### config.mk
export PLATFORM = sky130hd
export DESIGN_NAME = sync_fifo_param
export DESIGN_NICKNAME = d
export VERILOG_FILES = /design/src/rtl/fifo_pkg.sv /design/src/rtl/fifo_mem.sv /design/src/rtl/sync_fifo_param.sv
export SDC_FILE = /design/constraint.sdc
export NUM_CORES = 1
export LEC_CHECK = 0
export ABC_AREA = 1
export CAP_MARGIN = 25
export CORE_UTILIZATION = 35
export CTS_CLUSTER_DIAMETER = 50
export DETAILED_ROUTE_END_ITERATION = 12
export GPL_TIMING_DRIVEN = 0
export SLEW_MARGIN = 20
export SYNTH_ARGS = -nofsm -noshare
export SYNTH_HDL_FRONTEND = slang
export SYNTH_SLANG_ARGS = --single-unit
### constraint.sdc
create_clock -name clk -period 3.8 [get_ports clk]
set_clock_uncertainty 0.05 [all_clocks]
set_input_delay 0.57 -clock clk [delete_from_list [all_inputs] [get_ports clk]]
set_output_delay 0.57 -clock clk [all_outputs]
set_load 0.05 [all_outputs]
### src/rtl/fifo_pkg.sv
// Shared definitions for the FIFO family: sizing helpers, parameter legality
// checks and the status bundle that every FIFO variant reports.
package fifo_pkg;

  typedef struct packed {
    logic full;
    logic empty;
    logic almostFull;
    logic almostEmpty;
    logic overflow;
    logic underflow;
  } fifo_status_t;

  function automatic int ptrWidth(input int depth);
    int w;
    w = 0;
    for (int i = 0; i < 32; i++) begin
      if ((1 << w) < depth) w = w + 1;
    end
    return (w < 1) ? 1 : w;
  endfunction

  function automatic bit isPow2(input int v);
    return (v >= 2) && ((v & (v - 1)) == 0);
  endfunction

  function automatic bit paramsLegal(input int dataW, input int depth,
                                     input int af, input int ae, input int fwft);
    return (dataW >= 1) && isPow2(depth) &&
           (af >= 1) && (af <= depth) &&
           (ae >= 0) && (ae <= depth - 1) &&
           ((fwft == 0) || (fwft == 1));
  endfunction

endpackage

### src/rtl/fifo_mem.sv
// FIFO storage array: synchronous write, asynchronous read, no reset.
module fifo_mem #(
  parameter int DATA_W = 8,
  parameter int DEPTH  = 16,
  parameter int ADDR_W = 4
) (
  input  logic              clk,
  input  logic              wr_en_i,
  input  logic [ADDR_W-1:0] wr_addr_i,
  input  logic [DATA_W-1:0] wr_data_i,
  input  logic [ADDR_W-1:0] rd_addr_i,
  output logic [DATA_W-1:0] rd_data_o
);

  logic [DATA_W-1:0] mem [DEPTH];

  always_ff @(posedge clk) begin
    if (wr_en_i) mem[wr_addr_i] <= wr_data_i;
  end

  assign rd_data_o = mem[rd_addr_i];

endmodule

### src/rtl/sync_fifo_param.sv
// Single-clock parametrised FIFO with thresholds, occupancy count, sticky
// error flags, synchronous clear and optional first-word-fall-through read.
module sync_fifo_param
  import fifo_pkg::*;
#(
  parameter int DATA_W    = 8,
  parameter int DEPTH     = 16,
  parameter int AF_THRESH = DEPTH - 2,
  parameter int AE_THRESH = 2,
  parameter int FWFT      = 0
) (
  input  logic                       clk,
  input  logic                       rst_n,
  input  logic                       clr,
  input  logic                       wr_en,
  input  logic [DATA_W-1:0]          wr_data,
  input  logic                       rd_en,
  output logic [DATA_W-1:0]          rd_data,
  output logic                       full,
  output logic                       empty,
  output logic                       almost_full,
  output logic                       almost_empty,
  output logic [$clog2(DEPTH):0]     count,
  output logic                       overflow,
  output logic                       underflow
);

  localparam int PW = ptrWidth(DEPTH);
  localparam int CW = PW + 1;
  localparam bit FwftMode = (FWFT != 0);

  if (!paramsLegal(DATA_W, DEPTH, AF_THRESH, AE_THRESH, FWFT)) begin : gBadParams
    $error("sync_fifo_param: illegal parameter combination");
  end

  logic [PW-1:0]     wrPtr_q, wrPtr_d, rdPtr_q, rdPtr_d;
  logic [CW-1:0]     count_q, count_d;
  logic [DATA_W-1:0] rdData_q, rdData_d, memRdata;
  logic              overflow_q, overflow_d, underflow_q, underflow_d;
  logic              wrAccept, rdAccept;
  fifo_status_t      status;

  fifo_mem #(
    .DATA_W (DATA_W),
    .DEPTH  (DEPTH),
    .ADDR_W (PW)
  ) uMem (
    .clk       (clk),
    .wr_en_i   (wrAccept),
    .wr_addr_i (wrPtr_q),
    .wr_data_i (wr_data),
    .rd_addr_i (rdPtr_q),
    .rd_data_o (memRdata)
  );

  // Flags come only from registered state, so request inputs never reach them.
  always_comb begin
    status             = '0;
    status.full        = (count_q == CW'(DEPTH));
    status.empty       = (count_q == '0);
    status.almostFull  = (count_q >= CW'(AF_THRESH));
    status.almostEmpty = (count_q <= CW'(AE_THRESH));
    status.overflow    = overflow_q;
    status.underflow   = underflow_q;
  end

  assign wrAccept = wr_en && !status.full;
  assign rdAccept = rd_en && !status.empty;

  always_comb begin
    wrPtr_d     = wrPtr_q;
    rdPtr_d     = rdPtr_q;
    count_d     = count_q;
    rdData_d    = rdData_q;
    overflow_d  = overflow_q;
    underflow_d = underflow_q;
    if (clr) begin
      wrPtr_d     = '0;
      rdPtr_d     = '0;
      count_d     = '0;
      rdData_d    = '0;
      overflow_d  = 1'b0;
      underflow_d = 1'b0;
    end else begin
      if (wrAccept) wrPtr_d = wrPtr_q + PW'(1);
      if (rdAccept) rdPtr_d = rdPtr_q + PW'(1);
      case ({wrAccept, rdAccept})
        2'b10:   count_d = count_q + CW'(1);
        2'b01:   count_d = count_q - CW'(1);
        default: count_d = count_q;
      endcase
      if (!FwftMode && rdAccept) rdData_d = memRdata;
      if (wr_en && status.full)  overflow_d  = 1'b1;
      if (rd_en && status.empty) underflow_d = 1'b1;
    end
  end

  always_ff @(posedge clk or negedge rst_n) begin
    if (!rst_n) begin
      wrPtr_q     <= '0;
      rdPtr_q     <= '0;
      count_q     <= '0;
      rdData_q    <= '0;
      overflow_q  <= 1'b0;
      underflow_q <= 1'b0;
    end else begin
      wrPtr_q     <= wrPtr_d;
      rdPtr_q     <= rdPtr_d;
      count_q     <= count_d;
      rdData_q    <= rdData_d;
      overflow_q  <= overflow_d;
      underflow_q <= underflow_d;
    end
  end

  // In FWFT mode the head word is shown directly; while empty the cleared register shows through.
  assign rd_data      = (FwftMode && !status.empty) ? memRdata : rdData_q;
  assign full         = status.full;
  assign empty        = status.empty;
  assign almost_full  = status.almostFull;
  assign almost_empty = status.almostEmpty;
  assign count        = count_q;
  assign overflow     = status.overflow;
  assign underflow    = status.underflow;

endmodule

# Word level (Yosys, flattened, before mapping)

Memories as Yosys holds them, arrays and structs flattened.
Index checks and enable logic that the tools add are counted.

Bits in registers: 23
RAM bits: 128
Word-level logic and storage cells: 42
Memories kept: 1

Memory list:

| name     | words | bits a word | read ports | clocked after Yosys merged registers in | write ports | line           | source |
|---|---|---|---|---|---|---|---|
| uMem.mem | 16    | 8           | 1          | 0                                       | 1           | fifo_mem.sv:15 | `logic [DATA_W-1:0] mem [DEPTH];` |

Add/sub/neg operators: 4
Order comparisons: 2
Equal/unequal tests: 3
Mux-type cells: 14
Reduce and logical (&&, ||, !) cells: 12

Operators with widths:

| kind                                                              | count |
|---|---|
| 2-to-1 mux 4 bit                                                  | 4 |
| 2-to-1 mux 8 bit                                                  | 2 |
| one-hot mux 5 bit (2 select lines)                                | 1 |
| adder 4 x 1 -> 4 bit, second input constant                       | 2 |
| nonzero test 2 bit                                                | 4 |
| 2-to-1 mux 1 bit                                                  | 6 |
| adder 5 x 1 -> 5 bit, second input constant                       | 1 |
| == test 5 bit, second input constant                              | 1 |
| greater-or-equal comparator 5 x 4 -> 1 bit, second input constant | 1 |
| <= comparator 5 x 2 -> 1 bit, second input constant               | 1 |
| logical NOT 5 bit                                                 | 1 |
| 2-to-1 mux 5 bit                                                  | 1 |
| subtractor 5 x 1 -> 5 bit, second input constant                  | 1 |
| logical AND 1 bit                                                 | 4 |
| nonzero test 3 bit                                                | 1 |
| == test 2 x 1 -> 1 bit, second input constant                     | 1 |
| == test 2 bit, second input constant                              | 1 |
| logical NOT 1 bit                                                 | 2 |

# Longest topological paths before layout

Depth in word-level cells: 6
Depth in mapped cells: 16
Mapped depth without buffers: 16

# By module

Synthesis repeated with hierarchy kept, for this count alone.

Cells, all modules: 696
Area total of the unflattened synthesis: 6871.6 µm²

By module, submodules not included:

| module          | times used | cells each | area each (µm²) | seq. area each (µm²) |
|---|---|---|---|---|
| fifo_mem        | 1          | 543        | 5606.6          | 3843.7 |
| sync_fifo_param | 1          | 153        | 1265.0          | 575.6 |

# Worst setup path before layout

Ideal clock, no wire load.

Path kind: register -> output
From: register count_q[0], in the netlist count[0]
To: output port almost_empty
Arrival time: 3.183 ns
Data required time: 3.180 ns
Setup slack: -0.003 ns
Cell stages (with the launch flop): 2
Buffers on the path: 0
Path through: dfrtp_1 -> a2111oi_0

Cells in the longest elaborated chain, start to end: 1

Ends and longest elaborated chain:

| element                      | line                   | source |
|---|---|---|
| start, declared              | sync_fifo_param.sv:37  | `logic [CW-1:0] count_q, count_d;` |
| start signal, assigned       | sync_fifo_param.sv:109 | `count_q <= count_d;` |
| <= comparator 5 x 2 -> 1 bit | sync_fifo_param.sv:62  | `status.almostEmpty = (count_q <= CW'(AE_THRESH));` |
| end, declared                | sync_fifo_param.sv:22  | `output logic almost_empty,` |

No other way between the ends.

# Worst setup path after layout

Ends and elaborated chain as after synthesis.

==> metrics.md <==
| Metric | Value |
|---|---|
| Outcome | `finished clean` |
| GR Overflow Total | `0` |
| EDFF count, synth | `128` |
| Switch Pwr | `1810 uW` |
| Post-route setup slack | `0.8791 ns` |
| Register area | `4419 um2` |
| Area leader, netlist | `edfxtp_1` |
| Clk pwr share | `0.330` |
| Final Cycle Share | `0.7687` |
| Clock sink total | `151` |
| Sequential group share of total power | `0.380` |
| CTS tree | `yes` |
| Max_slew headroom | `0.4135` |
| DIE AREA | `18650 um2` |
| Routed via count | `about 4.1k` |
| Ys flop type | `edfxtp_1` |
| Initial antenna violation count | `0` |
| H-tree Lvls | `4` |
| Synthesis-to-finish area growth | `19.07%` |
| DR iter-0 viols | `297` |
| Power share of the combinational group | `0.290` |
| Seq/Total Area, Yosys | `0.6973` |
| Multi-input logic area | `1690 um2` |
| Peak supply drop | `305.3 uV` |
| Synth warn | `0` |
| # resized after CTS | `0` |
| WS Path Type | `register to primary output` |
| CP endpoint kind | `primary output` |
| Post-DR wirelength/cell | `20.39 um` |
| Post-Route Setup TNS | `0 ns` |
| RSZ-0062 raised after global routing | `false` |
| Syn Area/Cell | `13.04 um2` |
| DRT Pass-1 Iters | `5` |
| Synth top area share | `0.6065` |
| First-pass GRT wire length | `roughly 24000 um` |
| Final setup violation count | `0` |
| Switching Share | `0.3478` |
| Top-Level Pins | `32` |
| Largest net degree at the start of global routing | `17` |
| Port bufs | `31` |
| Post-DP HPWL | `around 10000 um` |
| Nets | `approximately 560` |
| Final Non-Filler Cells | `roughly 780` |
| Layout cells sized above 1 | `0.1200` |
| Skew-Pair Late Insertion Delay | `0.43 ns` |
| Top cells by area, synth | `edfxtp_1 61%, dfrtp_1 9.1%, mux2i_1 4.9%` |
| Most frequent cell after synthesis | `edfxtp_1` |
| Slowest cell on crit path | `clkdlybuf4s50_1` |
| Fin. Hold Viols | `0` |
| Power density over cell area | `689.7 nW/um2` |
| F_max | `0.3424 GHz` |
| Vias in the first global route | `3995` |
| Async SR Flop Fraction | `0.1523` |
| WL final | `15800 um` |
| Drt drc | `0` |
| Core area | `17480 um2` |
| Min Clock Period, post-route | `2.921 ns` |
| Worst slew pin tran | `~0.88 ns` |
| CTS Hold Bufs | `0` |
| Clock slew at reported path FFs | `0.06 ns` |
| Crit path DAT | `2.30 ns` |
| Die height | `approximately 140 um` |
| TritonCTS buffer count | `17` |
| RD Place Congestion | `about 0.90` |
| Clk root buf | `clkbuf_16` |
| Initial Util | `0.3626` |
| Final ANT Viol Nets | `0` |
| DP Worst Slack | `1.050 ns` |
| Ant. Diodes | `0` |
| Cells after DPL | `around 740` |
| Post-synth cell types | `33` |
| P_leak | `approximately 0.0027 uW` |
| Worst hold path type | `register to register` |
| Power, Total | `5204 uW` |
| Slew Viols, Final | `0` |
| Max cap viols | `0` |
| Post-synth top cells | `128 x edfxtp_1, 56 x nor2_1, 54 x nand2_1` |
| Required @ worst endpoint | `around 3.2 ns` |
| Critical Path Fanout Max | `8` |
| Vias/cell | `5.338` |
| P_int | `3394 uW` |
| Slowest stage delay, CP | `0.90 ns` |
| Syn_nets | `506` |
| Cell Chain, Critical Path | `a2111oi_1 > clkdlybuf4s50_1` |
| CP startpoint kind | `register` |
| Setup bufs post-CTS | `0` |
| #FFs+latches synth | `151` |
| Die Wd | `between 100 and 150 um` |
| Netlist Area Pre-Place | `~6300 um2` |
| Maximum buffer depth of the clock tree | `2` |
| Filler cell count | `~1.6k` |
| Mapped Cells | `486` |
| Row cnt | `48` |
| GRT Total Usage | `0.1802` |
[metrics by stage]
stage                     utilization  area (um2)  hold slack [ns]
after floorplan                     -        6339           0.2244
after detailed placement       0.3974        6945           0.4402
after global placement         0.3965        6930           0.4304
after CTS                      0.4318        7546           0.4539
after global routing           0.4318        7546           0.4768
final                          0.4318        7546           0.4489
[worst paths after layout]
| path | startpoint | endpoint | slack [ns] | cells past startpoint |
|---|---|---|---|---|
| worst max-delay path | count[0] | almost_empty | 0.88 | 2 |
| worst min-delay path | overflow | overflow | 0.45 | 2 |
| worst max register to register | count[1] | uMem.mem[13][2] | 1.49 | 6 |
| worst min register to register | overflow | overflow | 0.45 | 2 |
| max in group asynchronous | rst_n | rd_data[1] | 2.70 | 2 |
| min in group asynchronous | rst_n | count[3] | 0.49 | 1 |
[registers in the layout, summed over array words and instances, names as in the netlist]
register / count
count: 5
overflow: 1
rdPtr_q: 4
rd_data: 8
uMem.mem: 128
underflow: 1
wrPtr_q: 4
[power by group through the flow]
stage | clock network, uW | registers [uW] | logic, uW
after floorplan | 0 | 2170 | 801
after global placement | 0 | 2010 | 1460
after detailed placement | 0 | 2010 | 1490
after CTS | 1730 | 1980 | 1500
after global routing | 1800 | 1990 | 1610
final | 1720 | 1980 | 1510
[kinds of logic (layout without fill, tap and decap cells)]
| group | Yosys count | after routing | synth area share |
|---|---|---|---|
| multiplexers | 31 | 31 | 0.04896 |
| XOR/XNOR | 2 | 2 | 0.002765 |
| adder cells (fa/ha/maj) | 7 | 7 | 0.01382 |
| AO/OA/AOI/OAI | 84 | 84 | 0.08588 |
| flip-flops | 151 | 151 | 0.6973 |
| AND/OR/NAND/NOR | 161 | 161 | 0.1151 |
| buffers and inverters | 50 | 114 | 0.03613 |
[per-layer routing]
| metal | up-vias | track usage | part of all wire |
|---|---|---|---|
| met5 | - | 0 | 0 |
| met1 | 2061 | 0.2325 | 0.44 |
| li1 | 1892 | - | - |
| met4 | 0 | 0.09815 | 0.039 |
| met3 | 37 | 0.04333 | 0.049 |
| met2 | 147 | 0.2798 | 0.47 |
[cell usage in the layout (no fill, tap or decap), drive strengths merged]
cell type,count
nor2,58
a2111oi,1
a21oi,5
xor2,2
o221ai,28
o22ai,4
nand2,61
nor3,3
o21bai,1
mux2i,31
buf,16
o211ai,1
nand4,1
clkbuf,26
inv,27
ha,7
bufinv,3
dfrtp,23
o21ai,42
o21a,2
edfxtp,128
clkinv,11
nand3,38
clkdlybuf4s50,31
[worst max-delay path: cells and delay by family (launching register included)]
| family | cells | cell delay (ns) |
|---|---|---|
| buf+inv | 1 | 0.90 |
| compound gates | 1 | 0.51 |
| flops | 1 | 0.47 |
[area by class of cell]
cell class | count | share of cell area
flip-flops and latches | 151 | 0.5856
clock buffers | 17 | 0.05638
well taps | 225 | 0.03731
plain buffers | 24 | 0.01708
clock inverters | 15 | 0.02321
repair buffers | 32 | 0.04311
inverters | 26 | 0.01326
multi-input cells | 285 | 0.2240
No activity file was read; power rests on OpenSTA's default activity.
